--- config.mk ---
export PLATFORM = sky130hd
export DESIGN_NAME = v_data_rd_arbiter
export DESIGN_NICKNAME = d
export VERILOG_FILES = /design/src/rtl/v_data_rd_arbiter.sv
export SDC_FILE = /design/constraint.sdc
export NUM_CORES = 1
export LEC_CHECK = 0
export ABC_CLOCK_PERIOD_IN_PS = 2700
export BUFFER_PORTS_ARGS = -buffer_cell sky130_fd_sc_hd__buf_2
export CAP_MARGIN = 40
export CORE_AREA = 10 10 152 154
export DETAILED_ROUTE_END_ITERATION = 10
export DIE_AREA = 0 0 162 164
export PLACE_DENSITY = 0.73
export SLEW_MARGIN = 25
export SYNTH_ARGS = -nofsm -noshare
export SYNTH_HDL_FRONTEND = slang
export SYNTH_SLANG_ARGS = --single-unit
--- constraint.sdc ---
create_clock -name clk -period 2.7 [get_ports clk]
set_input_delay 0.405 -clock clk [delete_from_list [all_inputs] [get_ports clk]]
set_output_delay 0.405 -clock clk [all_outputs]
set_load 0.005 [all_outputs]
--- src/rtl/v_data_rd_arbiter.sv ---
// rtl/v_data_rd_arbiter.sv - round-robin arbiter sharing one DDR read channel among NUM_REQ requesters
module v_data_rd_arbiter #(
    parameter int NUM_REQ = 4,
    parameter int DATA_W  = 32
) (
    input  logic                 clk,
    input  logic                 rstn,
    input  logic [NUM_REQ-1:0]   req_valid_i,
    output logic [NUM_REQ-1:0]   req_ready_o,
    input  logic [NUM_REQ*32-1:0] req_addr_i,
    input  logic [NUM_REQ*32-1:0] req_size_i,
    output logic [DATA_W-1:0]    rsp_data_o,
    output logic [NUM_REQ-1:0]   rsp_valid_o,
    output logic                 rsp_last_o,
    input  logic [NUM_REQ-1:0]   rsp_ready_i,
    output logic [NUM_REQ-1:0]   done_o,
    output logic                 err_o,
    output logic [31:0]          ctrl_raddr_offset_o,
    output logic [31:0]          ctrl_rxfer_size_o,
    output logic                 ctrl_rstart_o,
    input  logic [DATA_W-1:0]    rd_tdata_i,
    input  logic                 rd_tvalid_i,
    input  logic                 rd_tlast_i,
    output logic                 rd_tready_o,
    input  logic                 ctrl_rdone_i
);

    localparam int IDX_W = (NUM_REQ > 1) ? $clog2(NUM_REQ) : 1;

    typedef enum logic [2:0] {
        IDLE,
        START,
        XFER,
        WAIT_DONE,
        DONE
    } state_t;

    state_t             state;
    // rr_next is the first index searched; it holds (last granted + 1), so a
    // reset value of 0 gives index 0 first priority after reset.
    logic [IDX_W-1:0]   rr_next;
    logic [IDX_W-1:0]   owner;
    logic [31:0]        beat_cnt;
    logic               rdone_seen;

    logic               grant_any;
    logic [IDX_W-1:0]   grant_idx;
    logic [NUM_REQ-1:0] grant_oh;
    logic [NUM_REQ-1:0] owner_oh;
    logic [31:0]        sel_addr;
    logic [31:0]        sel_size;
    logic               in_xfer;
    logic               beat_drop;
    logic               beat_acc;

    // Round-robin search starting at rr_next, wrapping past the top index
    always_comb begin
        int idx;
        grant_any = 1'b0;
        grant_idx = '0;
        idx       = 0;
        for (int i = 0; i < NUM_REQ; i++) begin
            idx = int'(rr_next) + i;
            if (idx >= NUM_REQ) begin
                idx = idx - NUM_REQ;
            end
            if (!grant_any && req_valid_i[IDX_W'(idx)]) begin
                grant_any = 1'b1;
                grant_idx = IDX_W'(idx);
            end
        end
    end

    // One-hot decodes and selection of the candidate's address and size
    always_comb begin
        grant_oh = '0;
        owner_oh = '0;
        sel_addr = '0;
        sel_size = '0;
        for (int i = 0; i < NUM_REQ; i++) begin
            grant_oh[i] = (IDX_W'(i) == grant_idx);
            owner_oh[i] = (IDX_W'(i) == owner);
            if (IDX_W'(i) == grant_idx) begin
                sel_addr = req_addr_i[i*32 +: 32];
                sel_size = req_size_i[i*32 +: 32];
            end
        end
    end

    // Stream pass-through during XFER; beats past the expected count are swallowed
    always_comb begin
        in_xfer     = (state == XFER);
        beat_drop   = in_xfer && (beat_cnt == 32'd0);
        rd_tready_o = in_xfer && (beat_drop || rsp_ready_i[owner]);
        beat_acc    = rd_tvalid_i && rd_tready_o;
        rsp_valid_o = (in_xfer && rd_tvalid_i && !beat_drop) ? owner_oh : '0;
        rsp_data_o  = in_xfer ? rd_tdata_i : '0;
        rsp_last_o  = in_xfer && rd_tlast_i;
        // Gated by rstn so no grant leaks out while reset is held
        req_ready_o = (rstn && (state == IDLE) && grant_any) ? grant_oh : '0;
    end

    // Arbitration / transfer sequencing FSM with registered command and status outputs
    always_ff @(posedge clk or negedge rstn) begin
        if (!rstn) begin
            state               <= IDLE;
            rr_next             <= '0;
            owner               <= '0;
            beat_cnt            <= '0;
            rdone_seen          <= 1'b0;
            err_o               <= 1'b0;
            done_o              <= '0;
            ctrl_rstart_o       <= 1'b0;
            ctrl_raddr_offset_o <= '0;
            ctrl_rxfer_size_o   <= '0;
        end else begin
            done_o        <= '0;
            ctrl_rstart_o <= 1'b0;
            case (state)
                IDLE: begin
                    if (grant_any) begin
                        owner      <= grant_idx;
                        beat_cnt   <= {2'b00, sel_size[31:2]};
                        rdone_seen <= 1'b0;
                        if (sel_size[1:0] != 2'b00) begin
                            err_o <= 1'b1;
                        end
                        if (sel_size == 32'd0) begin
                            state  <= DONE;
                            done_o <= grant_oh;
                        end else begin
                            state               <= START;
                            ctrl_rstart_o       <= 1'b1;
                            ctrl_raddr_offset_o <= sel_addr;
                            ctrl_rxfer_size_o   <= sel_size;
                        end
                    end
                end
                START: begin
                    state <= XFER;
                    if (ctrl_rdone_i) begin
                        rdone_seen <= 1'b1;
                    end
                end
                XFER: begin
                    if (beat_acc) begin
                        if (beat_cnt == 32'd0) begin
                            err_o <= 1'b1;
                        end else begin
                            beat_cnt <= beat_cnt - 32'd1;
                        end
                        if (rd_tlast_i && (beat_cnt != 32'd1)) begin
                            err_o <= 1'b1;
                        end
                    end
                    if (beat_acc && rd_tlast_i) begin
                        if (ctrl_rdone_i || rdone_seen) begin
                            state               <= DONE;
                            done_o              <= owner_oh;
                            ctrl_raddr_offset_o <= '0;
                            ctrl_rxfer_size_o   <= '0;
                        end else begin
                            state <= WAIT_DONE;
                        end
                    end else if (ctrl_rdone_i) begin
                        rdone_seen <= 1'b1;
                    end
                end
                WAIT_DONE: begin
                    if (ctrl_rdone_i) begin
                        state               <= DONE;
                        done_o              <= owner_oh;
                        ctrl_raddr_offset_o <= '0;
                        ctrl_rxfer_size_o   <= '0;
                    end
                end
                DONE: begin
                    state   <= IDLE;
                    rr_next <= (owner == IDX_W'(NUM_REQ - 1)) ? '0 : owner + 1'b1;
                end
                default: begin
                    state <= IDLE;
                end
            endcase
        end
    end

endmodule
==> impl_metrics.ini <==
[route]
drtAntennaViolNets = 0
drc = 0
routedWlPerCell_um = 22.93
drt_wl_total_um = 40630
drtPass1Iterations = 6
detailedRoute.firstIterationViolations = 1193
vias_per_cell = 5.810
vias = 10300

[pwr]
p_per_area_nw_per_um2 = 1167
p_leak_nw = 6.501
ir_worst_vdd_mv = 0.6461

[layout]
fin_cells = 1772
final_area_um2 = 13250
num_antenna_cells = 0
nets = 1804
drive_gt1_share_pct = 53.46
fillers = 1584
final_core_util_pct = 66.13
areaGrowthSynthToFinish_pct = 70.49

[global_routing]
grt_pass1_vias = 9386
grt_usage_pct = 24.88
antenna_found_initial = 0
grt_first_pass_wirelength_um = 52670
grt.overflow.total = 0
grt_max_degree = 60

[floorplan]
fp.dieW_um = 162
die-area_um2 = 26570
core_um2 = 20040
die_h_um = 164
initial_core_util_pct = 38.79
boundaryPins = 413
core.rowCount = 52

[logic_synthesis]
synth-compound-area-share_pct = 24.81
async_flop_share_pct = 100.0
netlist.area_leader.share_pct = 35.42
synthTopCellsByCount = 201 x nand2_1, 110 x dfrtp_1, 71 x nand3_1
yosys_register_bits = 110
synthXorXnorAreaFrac_pct = 1.352
ys_warn_count = 0
synthSimpleGateAreaFrac_pct = 31.46
synth_adder_area_share_pct = 0.9659
ys_seq_area_share_pct = 35.42
syn_avg_cell_area_um2 = 7.996
synth_top_family_by_area = simple AND/OR/NAND/NOR gates
ys_types = 52
synth_edf_count = 0
syn-instance-count = 972
yosysTopAreaCell = dfrtp_1
synth.area.top_cells = dfrtp_1 35%, nand2_1 9.7%, a211oi_1 6.2%, and3_1 5.3%, o2bb2ai_2 5.2%
synth_mux_area_share_pct = 0.5634
syn_nets = 1279
syn_area_um2 = 7772
ys.flop_type = dfrtp_1
synth.most_common_cell = nand2_1

[setup_path]
slowest_stage = a221o_4
crit_chain = nand2_4, a221o_4, clkbuf_16, and3_1, a211oi_2, o22ai_1, nor4_1, nand4_1, buf_6, o22ai_4, clkbuf_16, buf_6, a22o_1
crit_path_start_kind = flip-flop
critPathMaxFanout = 13
end_kind = flip-flop
required_ns = 3.00
critPathKind = reg -> reg
arrival_ns = 3.59
slowest_delay_ns = 0.51

[sta]
rsz0062_at_grt = yes
slew_headroom_pct = 51.47
fin_crit_ns = 3.290
fmax_ghz = 0.3040
finalHoldViolCount = 0
setup_slack_ns = -0.5900
skew_ns = 0.01165
worstMarginPinSlew_ns = 0.7280
drv_slew = 0
fin_crit_sh_pct = 121.9
hold_slack_ns = 0.3206
setup_violations = 79

[placement]
place.gp.congestion = 0.9655
place_area_um2 = 11270
dp_cells = 1701
portBuffers = 412
dp_slack_ns = -0.6751
hpwl_um = 28090

[cts]
cts_made_buffers = 9
cts_tree = done
h-tree-depth = 3
ctsRootBufferMaster = clkbuf_16
path_clk_slew_ns = 0.08
numClockSinks = 110
insertion_delay_ns = 0.36
cts_buffer_depth = 2

[worst_hold_path]
min_path_type = in -> reg

[status]
status = finished, violations left
violations = negative setup slack

[job]
maxCapViolCount = 0
==> per-stage QoR <==
step	TNS [ns]	power [mW]
2_1_floorplan	-4.862	7.972
6_report	-39.08	15.46
3_3_place_gp	-40.07	11.26
4_1_cts	-24.83	13.40
5_1_grt	-43.81	16.24
3_5_place_dp	-44.15	11.43
==> sequential cells by signal, summed over array words and instances (netlist names) <==
signal,flops
beat_cnt,32
ctrl_raddr_offset_o,32
ctrl_rxfer_size_o,32
done_o,4
state,3
owner,2
rr_next,2
ctrl_rstart_o,1
err_o,1
rdone_seen,1
==> where the power goes <==
| group | switching (mW) | leakage (nW) | internal (mW) |
|---|---|---|---|
| Combinational | 5.84 | 4.99 | 5.11 |
| Clock | 0.625 | 0.156 | 0.842 |
| Sequential | 0.611 | 1.36 | 2.44 |
==> final timing paths <==
check / slack (ns) / endpoint / cells after the start / startpoint
setup reg to reg: -0.59 / ctrl_rxfer_size_o[24]$_DFFE_PN0P_ / 13 / rr_next[1]$_DFFE_PN0N_
hold reg to reg: 0.50 / ctrl_raddr_offset_o[13]$_DFFE_PN0P_ / 1 / ctrl_raddr_offset_o[13]$_DFFE_PN0P_
setup / recovery: -0.59 / ctrl_rxfer_size_o[24]$_DFFE_PN0P_ / 13 / rr_next[1]$_DFFE_PN0N_
hold / removal: 0.32 / state[0]$_DFFE_PN0P_ / 2 / ctrl_rdone_i
max in group asynchronous: 1.18 / ctrl_raddr_offset_o[5]$_DFFE_PN0P_ / 3 / rstn
min in group asynchronous: 0.48 / ctrl_rxfer_size_o[29]$_DFFE_PN0P_ / 2 / rstn
==> cell type report <==
type | instances | area (um^2) | area share (%)
Clock buffer | 11 | 242.7 | 1.832
Timing Repair Buffer | 598 | 4146 | 31.29
Tap cell | 270 | 337.8 | 2.549
Sequential cell | 110 | 2754 | 20.78
Inverter | 10 | 37.54 | 0.2833
Multi-Input combinational cell | 768 | 5652 | 42.65
Clock inverter | 5 | 81.33 | 0.6137
==> worst max-delay path, delay by kind of cell, from the launching register on <==
| family | cells | cell delay [ns] |
|---|---|---|
| AOI/OAI and AO/OA | 5 | 1.26 |
| buffers and inverters | 4 | 0.72 |
| and+or+nand+nor | 4 | 0.81 |
| DFF | 1 | 0.42 |
==> layout by cell type (no fill, tap or decap), drive strengths merged, types with 3 or more instances in the layout <==
cell and instances:
o21ai 35, or4 8, clkbuf 27, nand2b 5
a22o 24, and3 66, xnor2 10, and2 38
nand2 201, or3 10, a211oi 65, ha 6
nor4 17, a32o 4, nor2b 3, dfrtp 110
nand3 71, o22ai 22, nor3 16, a21oi 30
inv 11, a22oi 3, a221o 3, or2 12
o2bb2ai 43, buf 581, a31oi 3, nor2 50
==> logic make-up (layout without fill, tap and decap cells) <==
family	after synthesis	in the layout
AOI/OAI and AO/OA	243	244
muxes	3	3
buffers and inverters	95	624
DFF	110	110
xor gates and xnor gates	12	12
adders and majority gates	6	6
and+or+nand+nor	503	503
==> per-layer routing <==
layer	vias to the layer above	track usage [%]	share of wire (%)
met5	-	0	0
met3	132	5.507	10
met2	687	40.02	47
met4	0	8.850	4.1
li1	4561	-	-
met1	4916	32.23	39
==> repair_timing <==
item / CTS / global route
hold buffers: 1 / 0
cloned: 3 / 22
pin swaps: 8 / 41
resized for setup: 39 / 126
endpoints found under the hold margin: 22 / 0
buffers inserted: 2 / 28
setup endpoints to repair: 87 / 92
No activity file was read; power rests on OpenSTA's default activity.
